**src/rtl/codes_pkg.sv**
```systemverilog
// Shared CPU codes: operand width, ALU function fields and
// multiply/divide sequencer state.
package codes;

  typedef logic [31:0] size_t;

  typedef enum logic [5:0] {
    FUNC_MFHI  = 6'h10,
    FUNC_MTHI  = 6'h11,
    FUNC_MFLO  = 6'h12,
    FUNC_MTLO  = 6'h13,
    FUNC_MULT  = 6'h18,
    FUNC_MULTU = 6'h19,
    FUNC_DIV   = 6'h1a,
    FUNC_DIVU  = 6'h1b,
    FUNC_ADD   = 6'h20,
    FUNC_ADDU  = 6'h21,
    FUNC_SUB   = 6'h22,
    FUNC_SUBU  = 6'h23,
    FUNC_AND   = 6'h24,
    FUNC_OR    = 6'h25,
    FUNC_XOR   = 6'h26,
    FUNC_NOR   = 6'h27,
    FUNC_SLT   = 6'h2a,
    FUNC_SLTU  = 6'h2b
  } func_t;

  typedef enum logic [1:0] {
    MD_IDLE,
    MD_MUL,
    MD_DIV,
    MD_FIX
  } md_state_t;

  localparam int MD_ITERATIONS = 32;

endpackage

```
**src/rtl/muldiv_unit.sv**
```systemverilog
// Iterative shift-add multiplier / restoring divider owning HI/LO.
// Works on magnitudes; signs are restored in a single fixup cycle.
module muldiv_unit
  import codes::*;
(
  input  logic  clk,
  input  logic  reset_i,
  input  logic  start_i,
  input  func_t funct_i,
  input  size_t rs_i,
  input  size_t rt_i,
  output logic  busy_o,
  output logic  done_o,
  output size_t hi_o,
  output size_t lo_o
);

  md_state_t   state_q, state_d;
  logic [63:0] acc_q, acc_d;
  logic [5:0]  cnt_q, cnt_d;
  size_t       a_q, a_d, b_q, b_d;
  size_t       hi_q, hi_d, lo_q, lo_d;
  logic        sa_q, sa_d, sb_q, sb_d;
  logic        div_q, div_d, done_q, done_d;

  logic        is_mul, is_div, is_sgn, last;
  logic [32:0] madd, rsh;
  logic        ge;
  size_t       rsub, quo, rem;
  logic [63:0] prod;

  function automatic logic [63:0] neg64(
    input logic [63:0] v,
    input logic        n
  );
    return n ? (~v + 64'd1) : v;
  endfunction

  function automatic size_t neg32(
    input size_t v,
    input logic  n
  );
    return n ? (~v + 32'd1) : v;
  endfunction

  assign is_mul = (funct_i == FUNC_MULT) || (funct_i == FUNC_MULTU);
  assign is_div = (funct_i == FUNC_DIV) || (funct_i == FUNC_DIVU);
  assign is_sgn = (funct_i == FUNC_MULT) || (funct_i == FUNC_DIV);
  assign last   = (cnt_q == 6'(MD_ITERATIONS - 1));

  // mul: upper half accumulates, whole product shifts right
  assign madd = {1'b0, acc_q[63:32]} + {1'b0, (b_q[0] ? a_q : 32'd0)};
  // div: partial remainder with next dividend bit shifted in
  assign rsh  = {acc_q[63:32], a_q[31]};
  assign ge   = (rsh >= {1'b0, b_q});
  assign rsub = rsh[31:0] - b_q;

  assign prod = neg64(acc_q, sa_q ^ sb_q);
  assign quo  = neg32(acc_q[31:0], sa_q ^ sb_q);
  assign rem  = neg32(acc_q[63:32], sa_q);

  always_ff @(posedge clk or posedge reset_i) begin
    if (reset_i) state_q <= MD_IDLE;
    else         state_q <= state_d;
  end

  always_comb begin
    state_d = state_q;
    unique case (state_q)
      MD_IDLE: begin
        if (start_i && is_mul)
          state_d = MD_MUL;
        else if (start_i && is_div)
          state_d = (rt_i == 32'd0) ? MD_FIX : MD_DIV;
      end
      MD_MUL:  if (last) state_d = MD_FIX;
      MD_DIV:  if (last) state_d = MD_FIX;
      MD_FIX:  state_d = MD_IDLE;
    endcase
  end

  always_comb begin
    acc_d  = acc_q;
    cnt_d  = cnt_q;
    a_d    = a_q;
    b_d    = b_q;
    sa_d   = sa_q;
    sb_d   = sb_q;
    div_d  = div_q;
    hi_d   = hi_q;
    lo_d   = lo_q;
    done_d = 1'b0;
    unique case (state_q)
      MD_IDLE: begin
        if (start_i && (is_mul || is_div)) begin
          sa_d  = is_sgn & rs_i[31];
          sb_d  = is_sgn & rt_i[31];
          a_d   = neg32(rs_i, is_sgn & rs_i[31]);
          b_d   = neg32(rt_i, is_sgn & rt_i[31]);
          div_d = is_div;
          acc_d = 64'd0;
          cnt_d = 6'd0;
        end else if (start_i && funct_i == FUNC_MTHI) begin
          hi_d = rs_i;
        end else if (start_i && funct_i == FUNC_MTLO) begin
          lo_d = rs_i;
        end
      end
      MD_MUL: begin
        acc_d = {madd, acc_q[31:1]};
        b_d   = b_q >> 1;
        cnt_d = cnt_q + 6'd1;
      end
      MD_DIV: begin
        acc_d = {(ge ? rsub : rsh[31:0]), acc_q[30:0], ge};
        a_d   = a_q << 1;
        cnt_d = cnt_q + 6'd1;
      end
      MD_FIX: begin
        hi_d   = div_q ? rem : prod[63:32];
        lo_d   = div_q ? quo : prod[31:0];
        done_d = 1'b1;
      end
    endcase
  end

  always_ff @(posedge clk or posedge reset_i) begin
    if (reset_i) begin
      acc_q  <= '0;
      cnt_q  <= '0;
      a_q    <= '0;
      b_q    <= '0;
      sa_q   <= 1'b0;
      sb_q   <= 1'b0;
      div_q  <= 1'b0;
      hi_q   <= '0;
      lo_q   <= '0;
      done_q <= 1'b0;
    end else begin
      acc_q  <= acc_d;
      cnt_q  <= cnt_d;
      a_q    <= a_d;
      b_q    <= b_d;
      sa_q   <= sa_d;
      sb_q   <= sb_d;
      div_q  <= div_d;
      hi_q   <= hi_d;
      lo_q   <= lo_d;
      done_q <= done_d;
    end
  end

  always_comb begin
    busy_o = (state_q != MD_IDLE);
    done_o = done_q;
    hi_o   = hi_q;
    lo_o   = lo_q;
  end

endmodule

```
**config.mk**
```make
export PLATFORM = sky130hd
export DESIGN_NAME = muldiv_unit
export DESIGN_NICKNAME = d
export VERILOG_FILES = /design/src/rtl/codes_pkg.sv /design/src/rtl/muldiv_unit.sv
export SDC_FILE = /design/constraint.sdc
export NUM_CORES = 1
export LEC_CHECK = 0
export ABC_AREA = 1
export ABC_CLOCK_PERIOD_IN_PS = 7900
export BUFFER_PORTS_ARGS = -buffer_cell sky130_fd_sc_hd__buf_2
export CORE_MARGIN = 4
export CORE_UTILIZATION = 45
export CTS_CLUSTER_SIZE = 40
export DETAILED_ROUTE_END_ITERATION = 16
export GPL_TIMING_DRIVEN = 0
export SLEW_MARGIN = 20
export SYNTH_ARGS = -nofsm -noshare
export SYNTH_HDL_FRONTEND = slang
export SYNTH_SLANG_ARGS = --single-unit
```
**constraint.sdc**
```tcl
create_clock -name clk -period 7.9 [get_ports clk]
set_input_delay 1.58 -clock clk [delete_from_list [all_inputs] [get_ports clk]]
set_output_delay 1.58 -clock clk [all_outputs]
set_load 0.03 [all_outputs]
```
==> impl_metrics.csv, run 1 <==
group,metric,value,unit
detailed_routing,firstDrtPassIters,7,
global_routing,grt_pass1_vias,21092,
flow_run,drv_cap,0,
setup_path,cp_slowest_cell,"dfrtp_1",
place,gp_congestion,1.02,
logic_synthesis,synth-simple-area-share,39.4,%
setup_path,crit_fanout,10,
timing,slew_viol_final,0,
cells_and_area,layout.cells.non_filler,3918,
setup_path,timing.critical_path.required,8410,ps
timing,finClkSkew,21.3,ps
worst_hold_path,hold_path.class,"flop to flop",
clock_network,htree_num_levels,1,
detailed_routing,post-route-drc-count,0,
global_routing,grtUsageTotal,36.7,%
die,coreArea,41900,um^2
setup_path,cp.arrival,4320,ps
timing,rsz0062_at_grt,"false",
clock_network,cts_resized,0,
global_routing,grt_antenna_before_repair,2,
cells_and_area,nNetsFinal,3508,
logic_synthesis,synth_warnings,0,
setup_path,path_class,"flop to flop",
setup_path,critPathMaxStageDelay,740,ps
logic_synthesis,ys_seq_elements,204,
logic_synthesis,ys_types,54,
place,dp_cells,3870,
clock_network,cts_buffers,26,
clock_network,cts_hold_buffers,0,
detailed_routing,drt_iter0_markers,2351,
detailed_routing,finalWirelength,86.2,mm
setup_path,cp_common_cell,"nand2_1",
die,io_pins,139,
detailed_routing,wire_per_inst,22.0,um
logic_synthesis,synth_ff_type,"dfrtp_1",
timing,post-route-period-util,48.2,%
timing,tightest_slew,1040,ps
logic_synthesis,synth_compound_area_share,15.1,%
clock_network,cts_buffer_depth,3,
detailed_routing,via_per_inst,5.73,
run_status,status,"completed",
die,start_util,45.5,%
global_routing,grt-ovfl-total,0,
die,die_y,214,um
detailed_routing,drtAntennaViolNets,0,
cells_and_area,fillers,4510,
clock_network,root_buffer,"clkbuf_16",
cells_and_area,drive_gt1_share,8.97,%
cells_and_area,multi_input_area,11800,um^2
logic_synthesis,syn-mean-instance-area,5.96,um^2
timing,layout_min_cycle_time,3810,ps
clock_network,cts_tree,"yes",
global_routing,grt_max_degree,96,
place,hpwl,70.7,mm
logic_synthesis,async_flop_share,100,%
place,detailedPlace.worstSlack,4130,ps
pwr,total_power,10700,uW
clock_network,cts_sinks,204,
logic_synthesis,syn_area,19000,um^2
timing,setup_slack,4090,ps
logic_synthesis,seq_area_frac_synth,26.8,%
logic_synthesis,syn_nets,3341,
setup_path,path_cells,"clkbuf_1, nand2_1, inv_1, ha_1, inv_1, fa_1, inv_1, nand2_1, o21ai_1, inv_1, o21bai_1, nand2_1, nand3_1, nand2_1, nand2_1, nand2_1, nand2_1, nand2_1, nand2_1",
clock_network,clkSlewWorstSetupHoldPaths,60,ps
pwr,leakagePower,0.0114,uW
cells_and_area,regArea,5100,um^2
logic_synthesis,synth-adder-area-share,5.07,%
timing,max_freq,263,MHz
timing,finalSetupViolCount,0,
cells_and_area,num_antenna_cells,0,
detailed_routing,vias,22467,
pwr,power_density,504,nW/um^2
timing,setup_tns,0,ps
logic_synthesis,netlist_instances,3192,
die,die_area,45700,um^2
logic_synthesis,synth_edf_count,0,
global_routing,grt_pass1_wl,127,mm
timing,hold_viol,0,
die,chipWidth,214,um
logic_synthesis,synth_top_family_by_area,"simple AND/OR/NAND/NOR gates",
setup_path,endpoint_kind,"flop",
clock_network,post_cts_buffers,0,
logic_synthesis,synth_xor_area_share,2.16,%
logic_synthesis,muxShareOfSynthArea,0.0526,%
clock_network,clock_latency,580,ps
die,rows,75,
setup_path,startpoint_type,"flop",
timing,relSlewSlack,30.5,%
pwr,vdd_ir_drop_max,0.000268,V
place,port_buffers,137,
cells_and_area,synthToLayoutAreaGrowth,12.0,%
==> layout make-up <==
| type | count | area share (%) |
|---|---|---|
| Clock inverter | 13 | 0.581 |
| Clock buffer | 35 | 3.45 |
| Buffer | 107 | 2.38 |
| Tap cell | 539 | 3.16 |
| Sequential cell | 204 | 23.9 |
| Inverter | 444 | 7.85 |
| Multi-Input combinational cell | 2437 | 55.2 |
| Timing Repair Buffer | 139 | 3.47 |
==> placed cells by master (no fill, tap or decap), types with 7 or more instances in the layout <==
| master | synthesis | routed |
|---|---|---|
| and2_1 | 7 | 7 |
| nand3_1 | 268 | 268 |
| nand3b_1 | 12 | 12 |
| nand2_1 | 985 | 985 |
| o21ai_0 | 194 | 194 |
| o21ai_1 | 42 | 42 |
| or2_2 | 7 | 7 |
| xnor2_1 | 19 | 19 |
| dfrtp_1 | 204 | 204 |
| nor2_1 | 385 | 385 |
| ha_1 | 74 | 74 |
| nand4_1 | 40 | 40 |
| nor3_1 | 33 | 33 |
| nand2_2 | 14 | 14 |
| a21oi_1 | 167 | 167 |
| clkbuf_1 | 51 | 55 |
| buf_2 | 35 | 172 |
| inv_1 | 423 | 422 |
| buf_1 | 9 | 9 |
| clkbuf_16 | 0 | 26 |
| inv_2 | 18 | 18 |
| o22ai_1 | 34 | 34 |
| o221ai_1 | 7 | 7 |
| xor2_1 | 28 | 28 |
| o211ai_1 | 19 | 19 |
| nor2_2 | 12 | 12 |
| a31oi_1 | 37 | 37 |
==> logic make-up after synthesis <==
group                    count (synthesis)
AO/OA/AOI/OAI                          526
XOR/XNOR                                47
adder cells (fa/ha/maj)                 76
buffers and inverters                  551
flip-flops                             204
multiplexers                             1
AND/OR/NAND/NOR                       1787
==> critical path, delay by kind of cell (launching register included) <==
kind | cells | cell delay [ps]
flops | 1 | 740
simple gates | 10 | 940
buf+inv | 5 | 720
compound gates | 2 | 780
fa+ha+maj | 2 | 560
==> synthesized netlist by cell type, drive strengths merged, types with 7 or more instances <==
cell,count,area share (%)
nor3,35,0.97
o211ai,19,0.75
nand4,40,1.3
o21ai,238,6.3
ha,74,4.9
nand2,1001,20
clkbuf,52,1.0
nand3b,12,0.47
a21oi,169,4.5
inv,441,8.7
buf,55,1.6
and2,7,0.23
o22ai,34,1.1
nand3,273,7.3
a31oi,37,1.2
o221ai,7,0.32
dfrtp,204,27
xnor2,19,0.87
nor2,405,8.6
or2,8,0.26
xor2,28,1.3
==> per-stage QoR <==
stage               utilization (%)  cell area (um^2)  hold slack (ps)
floorplan                         -             19000              449
global placement               48.7             20400              461
detailed placement             48.9             20500              467
CTS                            50.9             21300              482
global route                   50.9             21300              504
finish                         50.9             21300              477
==> state kept, by name, indices dropped and copies added (netlist names) <==
register	flops
done_o	1
hi_o	32
sb_q	1
b_q	32
sa_q	1
acc_q	64
a_q	32
cnt_q	6
lo_o	32
div_q	1
state_q	2
==> per-layer routing <==
metal	up-vias	routed length, um	global-route usage (%)	share of wire [%]
li1	10628	-	-	-
met1	10482	33500	44.4	39
met2	1064	39600	61.4	46
met3	289	6580	6.35	7.6
met4	4	6540	22.1	7.6
met5	-	29	0	0.034
==> path summary, 6_finish.rpt <==
path                                              end  slack (ps)  cells after the start                 from
max in group asynchronous        cnt_q[0]$_DFFE_PP0P_        5680                      4              reset_i
worst min-delay path              lo_o[1]$_DFFE_PP0P_         480                      2  lo_o[1]$_DFFE_PP0P_
worst max-delay path            acc_q[63]$_DFFE_PP0P_        4090                     19   b_q[0]$_DFFE_PP0P_
worst max register to register  acc_q[63]$_DFFE_PP0P_        4090                     19   b_q[0]$_DFFE_PP0P_
worst min register to register    lo_o[1]$_DFFE_PP0P_         480                      2  lo_o[1]$_DFFE_PP0P_
min in group asynchronous        hi_o[23]$_DFFE_PP0P_        1000                      2              reset_i
==> power by group <==
part           switching [uW]  total, uW  leakage [uW]  internal, uW
Sequential                489       1970       0.00252          1480
Combinational            5410       7540       0.00842          2120
Clock                     538       1230      0.000428           692
Total                    6440      10700        0.0114          4300
Power figures use the tool's default switching activity.
==> run 2, diff against run 1 <==
--- a/config.mk
+++ b/config.mk
@@ -6,7 +6,7 @@
 export NUM_CORES = 1
 export LEC_CHECK = 0
 export ABC_AREA = 1
-export ABC_CLOCK_PERIOD_IN_PS = 7900
+export ABC_CLOCK_PERIOD_IN_PS = 3950
 export BUFFER_PORTS_ARGS = -buffer_cell sky130_fd_sc_hd__buf_2
 export CORE_MARGIN = 4
 export CORE_UTILIZATION = 45
==> constraint.sdc (replaced) <==
create_clock -name clk -period 3.95 [get_ports clk]
set_input_delay 0.79 -clock clk [delete_from_list [all_inputs] [get_ports clk]]
set_output_delay 0.79 -clock clk [all_outputs]
set_load 0.03 [all_outputs]
==> run 2 against run 1 <==
Hold slack lost 270 ps. Clock power grew 120%. Largest power group unchanged. Highest routed layer unchanged. Sequential cell count is the same.
==> impl_metrics.csv, run 2 (synthesis gave the netlist of run 1 again) <==
group,metric,value,unit
run_status,status,"completed",
cells_and_area,nNetsFinal,3513,
global_routing,gr-usage-met2,60.3,%
detailed_routing,post-route-drc-count,0,
timing,setup_slack,372,ps
die,start_util,45.5,%
cells_and_area,fin_area,21500,um^2
cells_and_area,multi_input_area,11800,um^2
timing,tightest_slew,1080,ps
detailed_routing,finalWirelength,87.3,mm
setup_path,startpoint_type,"flop",
timing,finClkSkew,27.8,ps
detailed_routing,vias,22334,
timing,hold_viol,0,
timing,setup_tns,0,ps
die,coreArea,41900,um^2
place,gp_congestion,1.04,
flow_run,drv_cap,0,
cells_and_area,final_core_util,51.4,%
detailed_routing,firstDrtPassIters,8,
worst_hold_path,hold_path.class,"input pin to asynchronous set/reset pin",
place,port_buffers,137,
setup_path,crit_fanout,10,
pwr,power_density,1010,nW/um^2
cells_and_area,top_register,"acc_q",
clock_network,cts_tree,"yes",
die,rows,75,
die,die_area,45700,um^2
clock_network,cts_buffer_depth,3,
clock_network,clock_latency,580,ps
setup_path,cp.arrival,4030,ps
clock_network,cts_hold_buffers,0,
clock_network,post_cts_buffers,0,
cells_and_area,mostFrequentLayoutCell,"nand2_1",
detailed_routing,drtAntennaViolNets,0,
clock_network,cts_resized,0,
global_routing,grt_pass1_wl,128,mm
clock_network,clkSlewWorstSetupHoldPaths,70,ps
global_routing,grt_most_used_layer,"met2",
cells_and_area,synthToLayoutAreaGrowth,12.9,%
place,hpwl,71.8,mm
die,io_pins,139,
pwr,leakagePower,0.0114,uW
global_routing,grt_antenna_before_repair,3,
global_routing,grtUsageTotal,37.1,%
pwr,vdd_ir_drop_max,0.000792,V
detailed_routing,wire_per_inst,22.2,um
detailed_routing,drt_iter0_markers,2507,
timing,max_freq,279,MHz
die,die_y,214,um
setup_path,r2r_slack,370,ps
cells_and_area,final_cell_mix,"nand2_1, inv_1, nor2_1",
cells_and_area,regArea,5110,um^2
clock_network,root_buffer,"clkbuf_16",
setup_path,path_class,"flop to flop",
timing,layout_min_cycle_time,3580,ps
place,detailedPlace.worstSlack,358,ps
timing,rsz0062_at_grt,"false",
detailed_routing,via_per_inst,5.69,
timing,slew_viol_final,0,
cells_and_area,largest_reg_flops,64,
global_routing,grtUsageMet1,44.7,%
clock_network,cts_sinks,204,
global_routing,met3_usage,5.63,%
cells_and_area,fillers,4540,
setup_path,timing.critical_path.required,4400,ps
timing,relSlewSlack,27.9,%
global_routing,grt-ovfl-total,0,
timing,finalSetupViolCount,0,
setup_path,endpoint_kind,"flop",
cells_and_area,drive_gt1_share,9.13,%
global_routing,grt_max_degree,35,
timing,hold_slack,204,ps
place,dpl_cell_area,20500,um^2
clock_network,cts_buffers,26,
timing,post-route-period-util,90.6,%
die,chipWidth,214,um
global_routing,grt_pass1_vias,21137,
clock_network,htree_num_levels,1,
## run 2: cell types whose count changed in the layout (fill, tap and decap cells not counted), sizes merged, moves of 2 or more
cell      previous run  this run
clkbuf              87        85
inv                444       442
clkinvlp             0         4
clkinv              12         7
bufinv               1         5
buf                194       199
## run 2: cell type report
class                      instances  share of cell area, %
buffer                           107                   2.36
clock buffer                      33                   3.34
antenna                            1                 0.0116
multi-input combinational       2437                   54.7
timing repair buffer             144                   3.88
sequential                       204                   23.8
inverter                         444                   7.77
tap                              539                   3.14
clock inverter                    14                   1.05
## run 2: final timing paths
kind                                      from               endpoint  depth (start not counted)
setup / recovery            b_q[0]$_DFFE_PP0P_  acc_q[61]$_DFFE_PP0P_                         20
hold / removal                         reset_i   lo_o[21]$_DFFE_PP0P_                          2
setup reg to reg            b_q[0]$_DFFE_PP0P_  acc_q[61]$_DFFE_PP0P_                         20
hold reg to reg            lo_o[1]$_DFFE_PP0P_    lo_o[1]$_DFFE_PP0P_                          2
max in group asynchronous              reset_i    a_q[29]$_DFFE_PP0P_                          6
min in group clk           lo_o[1]$_DFFE_PP0P_    lo_o[1]$_DFFE_PP0P_                          2
## run 2: metrics by stage
step | std cells | power [uW]
3_3_place_gp | 3868 | 18500
5_1_grt | 3922 | 23300
4_1_cts | 3922 | 21400
6_report | 3923 | 21800
2_1_floorplan | 3192 | 13500
3_5_place_dp | 3875 | 18700
## run 2: metal layers
layer / share of wire [%] / wire, um / up-vias
li1: - / - / 10641
met1: 39 / 33900 / 10297
met2: 45 / 39300 / 1034
met3: 6.8 / 5910 / 358
met4: 9.4 / 8210 / 4
met5: 0.030 / 26 / -
## run 2: report_power, final
| part | internal [uW] | leakage (uW) | switching [uW] |
|---|---|---|---|
| clock network | 1620 | 0.000452 | 1060 |
| registers | 2960 | 0.00252 | 1010 |
| logic | 4250 | 0.00846 | 10900 |
| total | 8830 | 0.0114 | 13000 |
## run 2: critical path, stage by stage, from the launching register on
cell and delay, ps:
dfrtp_2 560, clkbuf_1 350, nand2_1 100, inv_1 100, ha_1 180, inv_1 60, fa_1 380, inv_1 120
nand2_1 80, o21ai_1 440, nand2_1 140, nand2_1 150, nand3_1 80, nand2_1 180, nand2_1 110, nand2_1 80
nand2_1 50, nand3_1 80, nand2_1 80, nand2_1 60, nand2_1 60
==> run 3, diff against run 2 <==
==> constraint.sdc (replaced) <==
create_clock -name clk -period 3.95 [get_ports clk]
set_input_delay 0.1975 -clock clk [delete_from_list [all_inputs] [get_ports clk]]
set_output_delay 0.1975 -clock clk [all_outputs]
set_load 0.03 [all_outputs]
==> run 3 against run 2 <==
Count of clock-buffer cells in the layout unchanged. Utilization increased by 0.38 points. Critical path depth unchanged. Global-route usage up 0.072 points. Critical path type unchanged.
==> impl_metrics.csv, run 3 (synthesis gave the netlist of run 1 again) <==
group,metric,value,unit
timing,setup_slack,374,ps
timing,hold_viol,0,
setup_path,crit_fanout,10,
flow_run,drv_cap,0,
timing,slew_viol_final,0,
cells_and_area,largest_reg_flops,64,
pwr,total_power,21800,uW
setup_path,path_cells,"clkbuf_1, nand2_1, inv_1, ha_1, inv_1, fa_1, inv_1, nand2_1, o21ai_1, nand2_1, nand2_1, nand3_1, nand2_1, nand2_1, nand2_1, nand2_1, nand3_1, nand2_1, nand2_1, nand2_1",
detailed_routing,drtAntennaViolNets,0,
cells_and_area,final_core_util,51.7,%
detailed_routing,vias,22430,
die,start_util,45.5,%
place,gp_congestion,1.04,
setup_path,timing.critical_path.required,4400,ps
run_status,status,"completed",
detailed_routing,drt_iter0_markers,2447,
setup_path,startpoint_type,"flop",
die,coreArea,41900,um^2
detailed_routing,firstDrtPassIters,6,
detailed_routing,via_per_inst,5.69,
setup_path,startpoint,"b_q[0]$_DFFE_PP0P_",
timing,tightest_slew,1010,ps
detailed_routing,finalWirelength,87.4,mm
setup_path,r2r-start,"b_q[0]$_DFFE_PP0P_",
cells_and_area,top_register,"acc_q",
timing,rsz0062_at_grt,"false",
setup_path,critPathMaxStageDelay,550,ps
global_routing,grt-ovfl-total,0,
timing,finClkSkew,28.4,ps
die,rows,75,
worst_hold_path,hold_path.class,"input pin to flop",
timing,layout_min_cycle_time,3580,ps
timing,finalSetupViolCount,0,
worst_hold_path,min_delay_path_depth,4,
timing,max_freq,280,MHz
clock_network,clock_latency,580,ps
place,detailedPlace.worstSlack,358,ps
die,chipWidth,214,um
clock_network,cts_sinks,204,
cells_and_area,nNetsFinal,3529,
cells_and_area,mostFrequentLayoutCell,"nand2_1",
timing,hold_slack,16.3,ps
die,die_y,214,um
setup_path,path_class,"flop to flop",
timing,setup_tns,0,ps
setup_path,cp_slowest_cell,"dfrtp_2",
cells_and_area,final_cell_mix,"nand2_1, inv_1, nor2_1",
clock_network,cts_buffers,26,
pwr,power_density,1010,nW/um^2
cells_and_area,synthToLayoutAreaGrowth,13.7,%
die,die_area,45700,um^2
setup_path,r2r_cells,20,
global_routing,grt_max_degree,35,
setup_path,endpoint_kind,"flop",
place,port_buffers,137,
clock_network,post_cts_buffers,0,
cells_and_area,fillers,4524,
setup_path,cp.arrival,4020,ps
cells_and_area,drive_gt1_share,9.09,%
global_routing,grt_antenna_before_repair,2,
timing,relSlewSlack,32.4,%
clock_network,clkSlewWorstSetupHoldPaths,70,ps
worst_hold_path,worstHoldStart,"rt_i[16]",
clock_network,htree_num_levels,1,
global_routing,grt_pass1_wl,128,mm
detailed_routing,post-route-drc-count,0,
clock_network,root_buffer,"clkbuf_16",
setup_path,cp_common_cell,"nand2_1",
detailed_routing,wire_per_inst,22.2,um
die,io_pins,139,
global_routing,grt_pass1_vias,21223,
global_routing,grtUsageTotal,37.2,%
timing,post-route-period-util,90.5,%
clock_network,cts_tree,"yes",
place,hpwl,71.8,mm
pwr,vdd_ir_drop_max,0.000790,V
pwr,leakagePower,0.0115,uW
clock_network,cts_buffer_depth,3,
==> run 3: per-layer routing <==
metal,wire length [um],vias up,global-route usage [%]
met5,7,-,0
met4,8140,2,27.9
met3,6310,345,5.72
met2,39400,1098,60.5
met1,33500,10325,44.7
li1,-,10660,-
==> run 3: worst max-delay path, delay by kind of cell (launching register included) <==
kind                       cells  cell delay, ps
AOI/OAI and AO/OA              1             430
adders and majority gates      2             560
buffers and inverters          4             640
DFF                            1             550
and+or+nand+nor               13            1260
==> run 3: final cells by class <==
class	instances	area [um^2]	share of cell area [%]
Multi-Input combinational cell	2437	11800	54.3
Sequential cell	204	5110	23.6
Inverter	444	1670	7.71
Timing Repair Buffer	160	993	4.59
Clock buffer	33	717	3.31
Tap cell	539	674	3.11
Buffer	107	507	2.34
Clock inverter	14	225	1.04
Antenna cell	1	2.50	0.0116
==> run 3: report_power, final <==
part           internal (uW)  switching (uW)  leakage [uW]  total [uW]
clock network           1620            1050      0.000452        2670
registers               2960            1010       0.00252        3970
logic                   4260           10900       0.00852       15100
==> run 3: final timing paths <==
kind	to	slack [ps]
max in group asynchronous	a_q[29]$_DFFE_PP0P_	2610
setup reg to reg	acc_q[61]$_DFFE_PP0P_	370
min in group asynchronous	lo_o[21]$_DFFE_PP0P_	160
hold reg to reg	lo_o[1]$_DFFE_PP0P_	480
setup / recovery	acc_q[61]$_DFFE_PP0P_	370
hold / removal	b_q[16]$_DFFE_PP0P_	20
==> run 3: timing repair <==
action | CTS | global route
hold buffers | 16 | 0
endpoints found under the hold margin | 87 | 0
setup endpoints to repair | 0 | 3
resized for setup | 0 | 1
==> run 3: through the flow <==
| stage | instances | area [um^2] |
|---|---|---|
| after floorplan | 3192 | 19000 |
| after global placement | 3868 | 20400 |
| after detailed placement | 3875 | 20500 |
| after CTS | 3938 | 21700 |
| after global routing | 3938 | 21700 |
| final | 3939 | 21700 |
